`src/rtl/fetch_sequencer_if.sv`:
```
// fetch_sequencer_if: groups the instruction-memory handshake, decoder
// handshake and status signals of the fetch sequencer into one bundle.
// master = the sequencer itself, slave = the surrounding core/memory.
interface fetch_sequencer_if #(
  parameter int PC_W     = 10,
  parameter int OFFSET_W = 8
);
  // control
  logic                start_i;
  logic [PC_W-1:0]     start_addr_i;
  // instruction memory
  logic                imem_req_o;
  logic [PC_W-1:0]     imem_addr_o;
  logic                imem_ack_i;
  logic [7:0]          imem_data_i;
  // decoder
  logic [7:0]          instr_o;
  logic                instr_valid_o;
  logic                branchf_i;
  logic                branchb_i;
  logic                done_i;
  logic [OFFSET_W-1:0] offset_i;
  logic                flush_o;
  // status
  logic [PC_W-1:0]     pc_o;
  logic                halted_o;
  logic                fault_o;
  logic [15:0]         instr_count_o;

  modport master (
    input  start_i, start_addr_i, imem_ack_i, imem_data_i,
           branchf_i, branchb_i, done_i, offset_i,
    output imem_req_o, imem_addr_o, instr_o, instr_valid_o, flush_o,
           pc_o, halted_o, fault_o, instr_count_o
  );

  modport slave (
    output start_i, start_addr_i, imem_ack_i, imem_data_i,
           branchf_i, branchb_i, done_i, offset_i,
    input  imem_req_o, imem_addr_o, instr_o, instr_valid_o, flush_o,
           pc_o, halted_o, fault_o, instr_count_o
  );
endinterface

```
`src/rtl/fetch_sequencer.sv`:
```
// fetch_sequencer: owns the PC, fetches one instruction at a time over a
// req/ack handshake, presents it to the decoder for one EXEC cycle and then
// applies the decoder's done / forward-branch / backward-branch response.
// Taken branches insert a single FLUSH bubble. Retired instructions are
// counted with a saturating 16-bit counter.
// Optional feature: define FETCH_TIMEOUT_EN to add a fetch watchdog that
// halts with fault_o=1 after TIMEOUT_CYCLES FETCH cycles without ack.
module fetch_sequencer #(
  parameter int PC_W           = 10,
  parameter int OFFSET_W       = 8,
  parameter int TIMEOUT_CYCLES = 16
) (
  input logic               clk_i,
  input logic               reset_n_i,
  fetch_sequencer_if.master bus
);

  typedef enum logic [2:0] {
    ST_IDLE,
    ST_FETCH,
    ST_EXEC,
    ST_FLUSH,
    ST_HALT
  } state_t;

  state_t          state_q, state_d;
  logic [PC_W-1:0] pc_q, pc_d;
  logic [7:0]      instr_q, instr_d;
  logic            halted_q, halted_d;
  logic [15:0]     count_q, count_d;
  logic [PC_W-1:0] offset_ext;

  // Offsets are unsigned magnitudes; PC arithmetic wraps modulo 2^PC_W.
  assign offset_ext = PC_W'(bus.offset_i);

`ifdef FETCH_TIMEOUT_EN
  localparam int WAIT_W = $clog2(TIMEOUT_CYCLES + 1);
  logic [WAIT_W-1:0] wait_q, wait_d;
  logic              fault_q, fault_d;
`endif

  // State register; reset wins over any fetch in flight.
  always_ff @(posedge clk_i) begin
    if (!reset_n_i) state_q <= ST_IDLE;
    else            state_q <= state_d;
  end

  // Next-state and next-datapath decode; hold everything by default.
  always_comb begin
    state_d  = state_q;
    pc_d     = pc_q;
    instr_d  = instr_q;
    halted_d = halted_q;
    count_d  = count_q;
`ifdef FETCH_TIMEOUT_EN
    fault_d  = fault_q;
    wait_d   = wait_q;
`endif
    case (state_q)
      ST_IDLE, ST_HALT: begin
        if (bus.start_i) begin
          pc_d     = bus.start_addr_i;
          count_d  = '0;
          halted_d = 1'b0;
`ifdef FETCH_TIMEOUT_EN
          fault_d  = 1'b0;
`endif
          state_d  = ST_FETCH;
        end
      end
      ST_FETCH: begin
        if (bus.imem_ack_i) begin
          instr_d = bus.imem_data_i;
          state_d = ST_EXEC;
        end
`ifdef FETCH_TIMEOUT_EN
        else if (wait_q == WAIT_W'(TIMEOUT_CYCLES - 1)) begin
          halted_d = 1'b1;
          fault_d  = 1'b1;
          state_d  = ST_HALT;
        end else begin
          wait_d = wait_q + WAIT_W'(1);
        end
`endif
      end
      ST_EXEC: begin
        if (count_q != 16'hFFFF) count_d = count_q + 16'd1;
        if (bus.done_i) begin
          halted_d = 1'b1;
          state_d  = ST_HALT;
        end else if (bus.branchf_i) begin
          pc_d    = pc_q + offset_ext;
          state_d = ST_FLUSH;
        end else if (bus.branchb_i) begin
          pc_d    = pc_q - offset_ext;
          state_d = ST_FLUSH;
        end else begin
          pc_d    = pc_q + PC_W'(1);
          state_d = ST_FETCH;
        end
      end
      ST_FLUSH: begin
        state_d = ST_FETCH;
      end
      default: begin
        state_d = ST_IDLE;
      end
    endcase
`ifdef FETCH_TIMEOUT_EN
    // Keeping the counter at zero outside FETCH clears it on every entry.
    if (state_q != ST_FETCH) wait_d = '0;
`endif
  end

  // Registered datapath and status outputs.
  always_ff @(posedge clk_i) begin
    if (!reset_n_i) begin
      pc_q     <= '0;
      instr_q  <= '0;
      halted_q <= 1'b0;
      count_q  <= '0;
`ifdef FETCH_TIMEOUT_EN
      fault_q  <= 1'b0;
      wait_q   <= '0;
`endif
    end else begin
      pc_q     <= pc_d;
      instr_q  <= instr_d;
      halted_q <= halted_d;
      count_q  <= count_d;
`ifdef FETCH_TIMEOUT_EN
      fault_q  <= fault_d;
      wait_q   <= wait_d;
`endif
    end
  end

  // Handshake strobes depend on the state register only.
  assign bus.imem_req_o    = (state_q == ST_FETCH);
  assign bus.imem_addr_o   = pc_q;
  assign bus.instr_valid_o = (state_q == ST_EXEC);
  assign bus.flush_o       = (state_q == ST_FLUSH);
  assign bus.instr_o       = instr_q;
  assign bus.pc_o          = pc_q;
  assign bus.halted_o      = halted_q;
  assign bus.instr_count_o = count_q;
`ifdef FETCH_TIMEOUT_EN
  assign bus.fault_o       = fault_q;
`else
  assign bus.fault_o       = 1'b0;
`endif

endmodule

```
`src/flat_wrapper.sv`:
```
// flat-port wrapper written by rule: the top's interface ports become plain ports
module fetch_sequencer_flat 
#(
  parameter int PC_W           = 10,
  parameter int OFFSET_W       = 8,
  parameter int TIMEOUT_CYCLES = 16
)
  (clk_i, reset_n_i, bus_start_i, bus_start_addr_i, bus_imem_ack_i, bus_imem_data_i, bus_branchf_i, bus_branchb_i, bus_done_i, bus_offset_i, bus_imem_req_o, bus_imem_addr_o, bus_instr_o, bus_instr_valid_o, bus_flush_o, bus_pc_o, bus_halted_o, bus_fault_o, bus_instr_count_o);
  fetch_sequencer_if #(.PC_W(PC_W), .OFFSET_W(OFFSET_W)) bus_i ();
  input logic clk_i;
  input logic reset_n_i;
  input wire logic [$bits(bus_i.start_i)-1:0] bus_start_i;
  input wire logic [$bits(bus_i.start_addr_i)-1:0] bus_start_addr_i;
  input wire logic [$bits(bus_i.imem_ack_i)-1:0] bus_imem_ack_i;
  input wire logic [$bits(bus_i.imem_data_i)-1:0] bus_imem_data_i;
  input wire logic [$bits(bus_i.branchf_i)-1:0] bus_branchf_i;
  input wire logic [$bits(bus_i.branchb_i)-1:0] bus_branchb_i;
  input wire logic [$bits(bus_i.done_i)-1:0] bus_done_i;
  input wire logic [$bits(bus_i.offset_i)-1:0] bus_offset_i;
  output wire logic [$bits(bus_i.imem_req_o)-1:0] bus_imem_req_o;
  output wire logic [$bits(bus_i.imem_addr_o)-1:0] bus_imem_addr_o;
  output wire logic [$bits(bus_i.instr_o)-1:0] bus_instr_o;
  output wire logic [$bits(bus_i.instr_valid_o)-1:0] bus_instr_valid_o;
  output wire logic [$bits(bus_i.flush_o)-1:0] bus_flush_o;
  output wire logic [$bits(bus_i.pc_o)-1:0] bus_pc_o;
  output wire logic [$bits(bus_i.halted_o)-1:0] bus_halted_o;
  output wire logic [$bits(bus_i.fault_o)-1:0] bus_fault_o;
  output wire logic [$bits(bus_i.instr_count_o)-1:0] bus_instr_count_o;
  assign bus_i.start_i = bus_start_i;
  assign bus_i.start_addr_i = bus_start_addr_i;
  assign bus_i.imem_ack_i = bus_imem_ack_i;
  assign bus_i.imem_data_i = bus_imem_data_i;
  assign bus_i.branchf_i = bus_branchf_i;
  assign bus_i.branchb_i = bus_branchb_i;
  assign bus_i.done_i = bus_done_i;
  assign bus_i.offset_i = bus_offset_i;
  assign bus_imem_req_o = bus_i.imem_req_o;
  assign bus_imem_addr_o = bus_i.imem_addr_o;
  assign bus_instr_o = bus_i.instr_o;
  assign bus_instr_valid_o = bus_i.instr_valid_o;
  assign bus_flush_o = bus_i.flush_o;
  assign bus_pc_o = bus_i.pc_o;
  assign bus_halted_o = bus_i.halted_o;
  assign bus_fault_o = bus_i.fault_o;
  assign bus_instr_count_o = bus_i.instr_count_o;
  fetch_sequencer #(.PC_W(PC_W), .OFFSET_W(OFFSET_W), .TIMEOUT_CYCLES(TIMEOUT_CYCLES)) u_core (.clk_i(clk_i), .reset_n_i(reset_n_i), .bus(bus_i));
endmodule
```
`config.mk`:
```
export PLATFORM = sky130hd
export DESIGN_NAME = fetch_sequencer_flat
export DESIGN_NICKNAME = d
export VERILOG_FILES = /design/src/rtl/fetch_sequencer_if.sv /design/src/rtl/fetch_sequencer.sv /design/src/flat_wrapper.sv
export SDC_FILE = /design/constraint.sdc
export NUM_CORES = 1
export LEC_CHECK = 0
export ABC_AREA = 1
export CAP_MARGIN = 25
export CORE_MARGIN = 3
export CORE_UTILIZATION = 42
export CTS_CLUSTER_SIZE = 16
export DETAILED_ROUTE_END_ITERATION = 10
export GPL_TIMING_DRIVEN = 0
export MAX_ROUTING_LAYER = met4
export PLACE_DENSITY = 0.77
export SLEW_MARGIN = 10
export SYNTH_ARGS = -nofsm -noshare
export SYNTH_HDL_FRONTEND = slang
export SYNTH_SLANG_ARGS = --single-unit
```
`constraint.sdc`:
```
create_clock -name clk_i -period 2.15 [get_ports clk_i]
set_input_delay 0.215 -clock clk_i [delete_from_list [all_inputs] [get_ports clk_i]]
set_output_delay 0.215 -clock clk_i [all_outputs]
set_load 0.005 [all_outputs]
```
==> impl_results.md, run 1 <==
- Fin nets: 530
- Die H: 83.84 um
- Total Routing Usage GR: 0.1987
- CP Class: in -> reg
- 1st-iter DRT viols: 152
- Largest cells by area after synthesis: dfxtp_1 30%, nand2_1 12%, a21oi_1 7.5%
- Synth Cell Area: 0.002545 mm2
- Cells after Synth: 393
- Initial core utilization: 0.4484
- CTS Hold Buffers Added: 0
- Critical path startpoint category: primary input
- Worst R2R Path Depth: 10
- Chip Width: 83.84 um
- Number of vias per cell: 5.086
- WL/cell: 12.83 um
- Register-to-Register Setup Slack: 0.19 ns
- DP Area: 0.003426 mm2
- Std-Cell Rows: 27
- Pre-CTS setup slack: -0.8666 ns
- Status: complete, no violations
- IO Pins: 82
- Number of library cell types mapped by synthesis: 34
- Gp weighted congestion: 0.9246
- First-pass GRT wire length: 11380 um
- Vias in the first global route: 2520
- Largest area contributor in the netlist: dfxtp_1
- Critical path origin: bus_branchb_i
- Worst Skew: 0.007599 ns
- Crit path DAT: 2.27 ns
- CP Capture Type: flop
- Max Cap Violations: 0
- DR pass1 iterations: 4
- Synth-to-Final Area Change: 45.43%
- Remaining Overflow, GRT: 0
- Syn nets: 438
- Req. time, crit path: 2.38 ns
- Reg-to-reg endpoint: u_core.bus.instr_count_o[2]
- Buffers on Ports: 79
- Worst hold path class: in -> reg
- Worst hold endpoint: u_core.state_q[1]
- Final WS setup: 0.1090 ns
- Post-synthesis sequential area ratio: 0.2989
- Clock slew at reported path FFs: 0.07 ns
- Design Power: 2.826 mW
- Initial antenna violation count: 0
- Reg2reg start: u_core.bus.instr_count_o[0]
- Final Hold Slack: 0.4116 ns
- Mapped Avg Cell Area: 6.476 um2
- Detailed placer's ending HPWL: 5370 um
- Total number of vias: 2838
- Final setup violation count: 0
- Synth warn: 0
- Die ar.: 0.007029 mm2
- Share of layout cells above drive strength 1: 0.1749
- Post-synthesis xor/xnor area fraction: 0.02753
- Max VDD drop: 388.2 uV
- Endpoints failing hold: 0
- Largest net degree at the start of global routing: 12
- CTS max path bufs: 2
- ANT nets after route: 0
- Hold Crit Depth: 5
- Detailed Route WL: 7161 um
- Root Driver: clkbuf_8
- CTS H-tree lvls: 2
- Ys flop type: dfxtp_1
- Mux cell area share after synthesis: 0
- Asr flop ratio synth: 0
- Total negative setup slack: 0 ns
- Power per cell area: 763.4 mW/mm2
- Sink Count: 38
- Core area: 0.005675 mm2
- Post-Synth Simple-Gate Area: 0.3235
- CTS tree: done
- Fmax: 490.0 MHz
- Main combinational cell family by area after synthesis: simple AND/OR/NAND/NOR gates
- Yosys reg bits: 38
- CP max FO: 7
- Static leakage: 1.535 nW
- Pins over their slew limit: 0
- Adder-cell share of the synthesized area: 0.06195
- Antenna fix cells: 0
- Tmin final: 2.041 ns
- Fin crit share: 0.9493
- Number of synthesized flops with an enable pin: 0
- Remaining DRCs: 0
- Post-synth top area share: 0.2989
- Compound-Gate Fraction of Synth Area: 0.1672
- Cell area after layout: 0.003701 mm2
- Worst-Skew Late Latency: 0.29 ns
- Hold wc startpoint: bus_branchb_i
- Number of buffers created by CTS: 5
==> worst max-delay path, cell delays in order <==
cell and delay (ns):
buf_8 0.10, inv_4 0.05, nor2_1 0.09, ha_2 0.19, nand2_2 0.07, o21ai_2 0.15
o21ai_0 0.15, o31ai_2 0.09, ha_1 0.31, buf_4 0.16, nand2_1 0.05, inv_1 0.06
a21oi_2 0.14, xor2_1 0.07, or2_2 0.27, a21oi_1 0.11
==> cell type report <==
class,instances,area [um2]
flip-flops and latches,38,760.7
repair buffers,85,838.3
clock inverters,1,5.005
well taps,72,90.09
inverters,49,186.4
plain buffers,18,122.6
multi-input cells,288,1612
clock buffers,7,86.33
fillers,519,1974
==> flip-flops by register name (all words and copies together) (netlist names) <==
register                  cells
u_core.bus.imem_addr_o       10
u_core.bus.instr_count_o     16
u_core.bus.halted_o           1
u_core.bus.instr_o            8
u_core.state_q                3
==> cell usage in the layout, fill, tap and decap left out, types with 8 or more instances in the layout <==
cell / netlist / layout
nand2_2: 2 / 9
inv_2: 4 / 9
inv_1: 45 / 39
ha_1: 11 / 8
nor2_1: 48 / 41
o21ai_0: 27 / 23
dfxtp_1: 38 / 38
xor2_1: 8 / 8
clkdlybuf4s50_1: 0 / 73
nor3_1: 15 / 15
a21oi_1: 38 / 31
nand2_1: 79 / 72
nand3_1: 26 / 20
buf_4: 12 / 18
==> routing by layer <==
| metal | global-route usage | up-vias | share of wire |
|---|---|---|---|
| met5 | - | - | 0 |
| met4 | 0.05556 | 0 | 0.011 |
| met3 | 0.03356 | 7 | 0.048 |
| met2 | 0.3138 | 85 | 0.47 |
| met1 | 0.2625 | 1267 | 0.47 |
| li1 | - | 1479 | - |
==> worst max path at each step <==
stage                                      to  slack (ns)  cells past startpoint
finish              u_core.bus.imem_addr_o[6]        0.11                     16
global route        u_core.bus.imem_addr_o[9]       -0.02                     15
CTS                 u_core.bus.imem_addr_o[8]       0.003                     14
detailed placement  u_core.bus.imem_addr_o[9]       -0.87                     19
global placement    u_core.bus.imem_addr_o[9]       -0.80                     19
floorplan           u_core.bus.imem_addr_o[6]        0.01                     12
==> synthesized netlist by cell type, drive strengths merged (2+ instances only) <==
| master | n |
|---|---|
| nor2 | 50 |
| ha | 11 |
| o21ai | 28 |
| a21oi | 38 |
| or2 | 4 |
| nor3 | 16 |
| xor2 | 8 |
| a21o | 2 |
| a211oi | 2 |
| dfxtp | 38 |
| buf | 13 |
| clkbuf | 5 |
| a31oi | 5 |
| nand3 | 26 |
| inv | 49 |
| nand4 | 7 |
| nand2 | 82 |
==> cells by family after synthesis <==
| kind of cell | Yosys count |
|---|---|
| adders and majority gates | 12 |
| buffers and inverters | 67 |
| DFF | 38 |
| xor gates and xnor gates | 8 |
| AOI/OAI and AO/OA | 79 |
| and+or+nand+nor | 188 |
| other | 1 |
==> metrics by stage <==
| step | util | std cells |
|---|---|---|
| 6_report | 0.6521 | 558 |
| 5_1_grt | 0.6521 | 558 |
| 4_1_cts | 0.6263 | 555 |
| 3_5_place_dp | 0.6036 | 544 |
| 3_3_place_gp | 0.6036 | 544 |
| 2_1_floorplan | - | 393 |
==> repair_timing <==
action | CTS | global route
gates resized for setup | 16 | 50
endpoints found under the hold margin | 0 | 0
setup buffers | 3 | 3
pin swaps | 19 | 30
endpoints found under the setup margin | 9 | 13
==> power breakdown <==
part	switching, mW	internal [mW]
logic	0.689	0.703
registers	0.115	0.808
clock network	0.252	0.259
Power figures use the tool's default switching activity.
==> run 2, diff against run 1 <==
==> constraint.sdc (replaced) <==
create_clock -name clk_i -period 2.15 [get_ports clk_i]
set_input_delay 0.215 -clock clk_i [delete_from_list [all_inputs] [get_ports clk_i]]
set_output_delay 0.215 -clock clk_i [all_outputs]
set_load 0.02 [all_outputs]
==> run 2 against run 1 <==
Against the previous run:
- wire length is 1.1% higher
- register-to-register slack hardly changed
- setup slack better by 0.012 ns
- power is 6.8% higher
- largest cell class unchanged
- critical endpoint is now u_core.bus.imem_addr_o[9]
- clock skew is 0.00061 ns lower
- clock power hardly changed
- count of clock-buffer cells in the layout stayed put
==> impl_results.md, run 2 (synthesis results as in run 1) <==
- Worst hold path class: in -> reg
- Hold wc startpoint: bus_branchb_i
- Power per cell area: 813.4 mW/mm2
- Gp weighted congestion: 0.9246
- Req. time, crit path: 2.38 ns
- Sequential share of power: 0.306
- Static leakage: 1.558 nW
- Total number of vias: 2825
- CTS max path bufs: 2
- ANT nets after route: 0
- Max stage delay on crit path: 0.32 ns
- Critical path origin: bus_branchb_i
- Tmin final: 2.029 ns
- Worst-Skew Late Latency: 0.29 ns
- Max Cap Violations: 0
- CP Capture Type: flop
- Die H: 83.84 um
- Worst Skew: 0.006990 ns
- Internal: 1.783 mW
- Chip Width: 83.84 um
- CTS H-tree lvls: 2
- Remaining Overflow, GRT: 0
- Most used cell, CP: nand3_2
- CP Cell Sequence: buf_8 -> inv_4 -> nor2_2 -> ha_2 -> nand2_2 -> nor2_2 -> nand4_1 -> nor3_1 -> nor3_1 -> ha_1 -> a21o_1 -> nor2_1 -> nand3_2 -> inv_2 -> nand3_2 -> nand3_2 -> nand2_2 -> a21oi_2
- IO Pins: 82
- Status: complete, no violations
- DR pass1 iterations: 5
- Reg2reg start: u_core.bus.instr_count_o[0]
- Crit path DAT: 2.26 ns
- CP max FO: 7
- Slowest cell on the critical path: ha_1
- Combinational power share: 0.524
- Max reg flops: 16
- Vias in the first global route: 2533
- Number of buffers created by CTS: 5
- Buffers on Ports: 79
- Die ar.: 0.007029 mm2
- CP Class: in -> reg
- Endpoints failing hold: 0
- Sink Count: 38
- Fmax: 493.0 MHz
- Final Hold Slack: 0.4094 ns
- Std-Cell Rows: 27
- Critical path startpoint category: primary input
- Design Power: 3.019 mW
- Max VDD drop: 421.0 uV
- Fin crit share: 0.9435
- Largest net degree at the start of global routing: 12
- Detailed placer's ending HPWL: 5370 um
- Clock slew at reported path FFs: 0.07 ns
- 1st-iter DRT viols: 132
- Antenna fix cells: 0
- Clk pwr share: 0.170
- Initial antenna violation count: 0
- Pins over their slew limit: 0
- Detailed Route WL: 7237 um
- WL/cell: 12.95 um
- Core area: 0.005675 mm2
- Synth-to-Final Area Change: 45.82%
- Total Routing Usage GR: 0.2000
- First-pass GRT wire length: 11450 um
- Switching pwr: 1.236 mW
- CTS tree: done
- Share of layout cells above drive strength 1: 0.1745
- Number of vias per cell: 5.054
- Initial core utilization: 0.4484
- Sw frac: 0.4094
- Commonest cells after routing, fill and taps aside: 72 x nand2_1, 72 x clkdlybuf4s50_1, 40 x inv_1, 40 x nor2_1, 38 x dfxtp_1
- Root Driver: clkbuf_8
- Final setup violation count: 0
- Remaining DRCs: 0
- Fin nets: 531
==> run 2: cell count changes in the layout (fill, tap and decap cells not counted), sizes merged <==
cell,previous run,this run
dlymetal6s2s,3,4
clkbuf,13,14
clkdlybuf4s50,73,72
==> run 2: worst paths after layout <==
| kind | slack [ns] | cells past startpoint | to |
|---|---|---|---|
| worst max-delay path | 0.12 | 18 | u_core.bus.imem_addr_o[9] |
| worst min-delay path | 0.41 | 5 | u_core.state_q[1] |
| worst max register to register | 0.18 | 10 | u_core.bus.instr_count_o[2] |
| worst min register to register | 0.45 | 2 | u_core.bus.halted_o |
==> run 2: power groups by stage <==
stage / Clock (mW) / Combinational, mW / Sequential, mW
finish: 0.513 / 1.58 / 0.923
global route: 0.550 / 1.73 / 0.939
CTS: 0.526 / 1.48 / 0.921
detailed placement: 0 / 1.44 / 0.936
global placement: 0 / 1.42 / 0.934
floorplan: 0 / 0.812 / 1.02
==> run 2: timing repair <==
item / CTS / global route
resized for setup: 18 / 48
endpoints found under the setup margin: 9 / 13
setup buffers: 3 / 4
endpoints found under the hold margin: 0 / 0
gates cloned: 0 / 0
pin swaps: 18 / 28
hold buffers: 0 / 0
==> run 2: final cells by class <==
| cell class | instances | area, um2 |
|---|---|---|
| Multi-Input combinational cell | 288 | 1609 |
| Inverter | 49 | 186.4 |
| Sequential cell | 38 | 760.7 |
| Tap cell | 72 | 90.09 |
| Buffer | 18 | 125.1 |
| Clock inverter | 1 | 5.005 |
| Timing Repair Buffer | 86 | 848.3 |
| Fill cell | 521 | 1964 |
| Clock buffer | 7 | 86.33 |
==> run 2: stage by stage <==
| stage | util | cell area [um2] | std cells | setup TNS [ns] | worst slack [ns] |
|---|---|---|---|---|---|
| finish | 0.6539 | 3711 | 559 | 0 | 0.1214 |
| global route | 0.6539 | 3711 | 559 | -0.05813 | -0.04036 |
| CTS | 0.6274 | 3561 | 555 | 0 | 0.002672 |
| detailed placement | 0.6036 | 3426 | 544 | -5.459 | -0.8666 |
| global placement | 0.6036 | 3426 | 544 | -4.861 | -0.8047 |
| floorplan | - | 2545 | 393 | 0 | 0.01025 |
==> run 2: critical path: cells and delay by family <==
| family | cells | cell delay [ns] |
|---|---|---|
| buffers and inverters | 3 | 0.21 |
| adders and majority gates | 2 | 0.51 |
| and+or+nand+nor | 11 | 1.02 |
| AOI/OAI and AO/OA | 2 | 0.31 |
==> run 2: layer usage <==
metal | wire, um | part of all wire | GRT usage
met5 | 0 | 0 | -
met4 | 79 | 0.011 | 0.05556
met3 | 329 | 0.045 | 0.03356
met2 | 3392 | 0.47 | 0.3181
met1 | 3435 | 0.47 | 0.2625
==> run 3, diff against run 2 <==
--- a/config.mk
+++ b/config.mk
@@ -8,12 +8,12 @@
 export ABC_AREA = 1
 export CAP_MARGIN = 25
 export CORE_MARGIN = 3
-export CORE_UTILIZATION = 42
+export CORE_UTILIZATION = 50
 export CTS_CLUSTER_SIZE = 16
 export DETAILED_ROUTE_END_ITERATION = 10
+export GPL_ROUTABILITY_DRIVEN = 1
 export GPL_TIMING_DRIVEN = 0
-export MAX_ROUTING_LAYER = met4
-export PLACE_DENSITY = 0.77
+export PLACE_DENSITY = 0.86
 export SLEW_MARGIN = 10
 export SYNTH_ARGS = -nofsm -noshare
 export SYNTH_HDL_FRONTEND = slang
==> constraint.sdc (replaced) <==
create_clock -name clk_i -period 2.45 [get_ports clk_i]
set_input_delay 0.245 -clock clk_i [delete_from_list [all_inputs] [get_ports clk_i]]
set_output_delay 0.245 -clock clk_i [all_outputs]
set_load 0.02 [all_outputs]
==> run 3 against run 2 <==
Against the previous run:
- via count rose by 3.1%
- critical path depth fell by 14
- largest cell class unchanged
- die area fell by 15%
- sequential cell count did not move
- combinational power fell by 15%
==> impl_results.md, run 3 (synthesis results as in run 1) <==
- Worst-Margin Slew: 0.5378 ns
- Initial core utilization: 0.5283
- Vias in the first global route: 2713
- Std-Cell Rows: 25
- Sequential cell area: 760.7 um2
- Status: complete, no violations
- CTS Hold Buffers Added: 0
- Worst Skew: 0.008196 ns
- Max Cap Violations: 0
- CTS H-tree lvls: 2
- Worst-Skew Late Latency: 0.28 ns
- Remaining DRCs: 0
- Most Crowded Layer GR: met2
- Largest net degree at the start of global routing: 11
- Core area: 0.004817 mm2
- Total Routing Usage GR: 0.2420
- CP Class: reg -> out
- GR Util met2: 0.4249
- Fillcell total: 415
- Max reg flops: 16
- Commonest cells after routing, fill and taps aside: 76 x clkdlybuf4s50_1, 75 x nand2_1, 45 x nor2_1, 44 x inv_1, 38 x dfxtp_1
- Fmax: 427.0 MHz
- CTS max path bufs: 2
- Static leakage: 1.512 nW
- Power per cell area: 718.4 mW/mm2
- Gp weighted congestion: 0.9023
- Final WS setup: 0.1080 ns
- Synth-to-Final Area Change: 41.49%
- Max-Slew Margin vs Limit: 0.6377
- Die H: 77.35 um
- Share of layout cells above drive strength 1: 0.1175
- Chip Width: 77.35 um
- Final Hold Slack: 0.4502 ns
- Initial antenna violation count: 0
- Fin crit share: 0.9559
- Layout Cells excl Fill: 552
- Endpoints failing hold: 0
- Detailed placer's ending HPWL: 5493 um
- Hold wc startpoint: u_core.bus.halted_o
- Pins over their slew limit: 0
- Sink Count: 38
- Pre-CTS setup slack: -0.5512 ns
- Antenna fix cells: 0
- Worst R2R Path Depth: 10
- WL/cell: 13.17 um
- Reg2reg start: u_core.bus.instr_count_o[0]
- Cell area after layout: 0.003601 mm2
- 1st-iter DRT viols: 190
- Hold Crit Depth: 2
- Detailed Route WL: 7272 um
- Crit path DAT: 2.10 ns
- First-pass GRT wire length: 12060 um
- Tmin final: 2.342 ns
- CTS tree: done
- Remaining Overflow, GRT: 0
- ANT nets after route: 0
- Root Driver: clkbuf_8
- Number of vias per cell: 5.275
- Number of buffers created by CTS: 5
- Fin nets: 531
- Req. time, crit path: 2.20 ns
- Commonest non-fill, non-tap cell in the layout: clkdlybuf4s50_1
- CP Capture Type: output port
- DP Area: 0.003420 mm2
- Total negative setup slack: 0 ns
- Critical path startpoint category: flop
- Reg-to-reg endpoint: u_core.bus.instr_count_o[2]
- Max VDD drop: 397.6 uV
- Register-to-Register Setup Slack: 0.41 ns
- Buffers on Ports: 79
- Die ar.: 0.005982 mm2
- DR pass1 iterations: 5
- Clock slew at reported path FFs: 0.07 ns
- Total number of vias: 2912
- Met1 Usage GRT: 0.3074
- Area of the multi-input gates: 0.001525 mm2
- CP max FO: 10
- Worst hold endpoint: u_core.bus.halted_o
- IO Pins: 82
- Met3 Use GR: 0.02900
- Worst hold path class: reg -> reg
- Cell count after placement: 539
- Final setup violation count: 0
==> run 3: cell types whose count changed in the layout (fill, tap and decap cells not counted), sizes merged <==
cell	change
buf	-1
clkdlybuf4s50	+4
dlymetal6s2s	-2
clkinv	-1
clkbuf	-2
==> run 3: worst max-delay path by stage <==
| stage | slack (ns) | cells after the start | startpoint | to |
|---|---|---|---|---|
| floorplan | 0.28 | 12 | bus_branchf_i | u_core.bus.imem_addr_o[6] |
| global placement | -0.54 | 19 | bus_branchb_i | u_core.bus.imem_addr_o[9] |
| detailed placement | -0.55 | 15 | bus_branchb_i | u_core.bus.imem_addr_o[5] |
| CTS | 0.04 | 19 | bus_offset_i[1] | u_core.bus.imem_addr_o[9] |
| global route | -0.007 | 18 | bus_branchb_i | u_core.bus.imem_addr_o[7] |
| finish | 0.11 | 4 | u_core.state_q[1] | bus_instr_valid_o |
==> run 3: per-layer routing <==
layer / routed length (um) / share of wire
met1: 3324 / 0.46
met5: 0 / 0
met2: 3391 / 0.47
met4: 143 / 0.020
met3: 413 / 0.057
==> run 3: worst max-delay path, stage by stage (launching register included) <==
cell	delay (ns)
dfxtp_1	0.38
inv_1	0.10
nor3_4	0.36
clkbuf_2	0.33
clkdlybuf4s50_1	0.65
==> run 3: power breakdown <==
part           total, mW  internal (mW)  switching (mW)
clock              0.423          0.217           0.206
combinational       1.35          0.600           0.753
sequential         0.811          0.709           0.102
total               2.59           1.53            1.06
==> run 3: final cells by class <==
class | instances | share of cell area
Buffer | 18 | 0.03370
Clock buffer | 6 | 0.02293
Inverter | 49 | 0.05108
Multi-Input combinational cell | 288 | 0.4236
Sequential cell | 38 | 0.2113
Tap cell | 67 | 0.02328
Timing Repair Buffer | 86 | 0.2342
==> run 3: timing repair <==
action | CTS | global route
pin swaps | 2 | 13
gates resized for setup | 4 | 21
endpoints found under the setup margin | 6 | 6
setup buffers | 1 | 6
==> run 3: metrics by stage <==
step                      power [mW]    util
final                          2.587  0.7475
after global routing           2.755  0.7475
after CTS                      2.529  0.7299
after detailed placement       2.094  0.7099
after global placement         2.059  0.7099
after floorplan                1.607       -
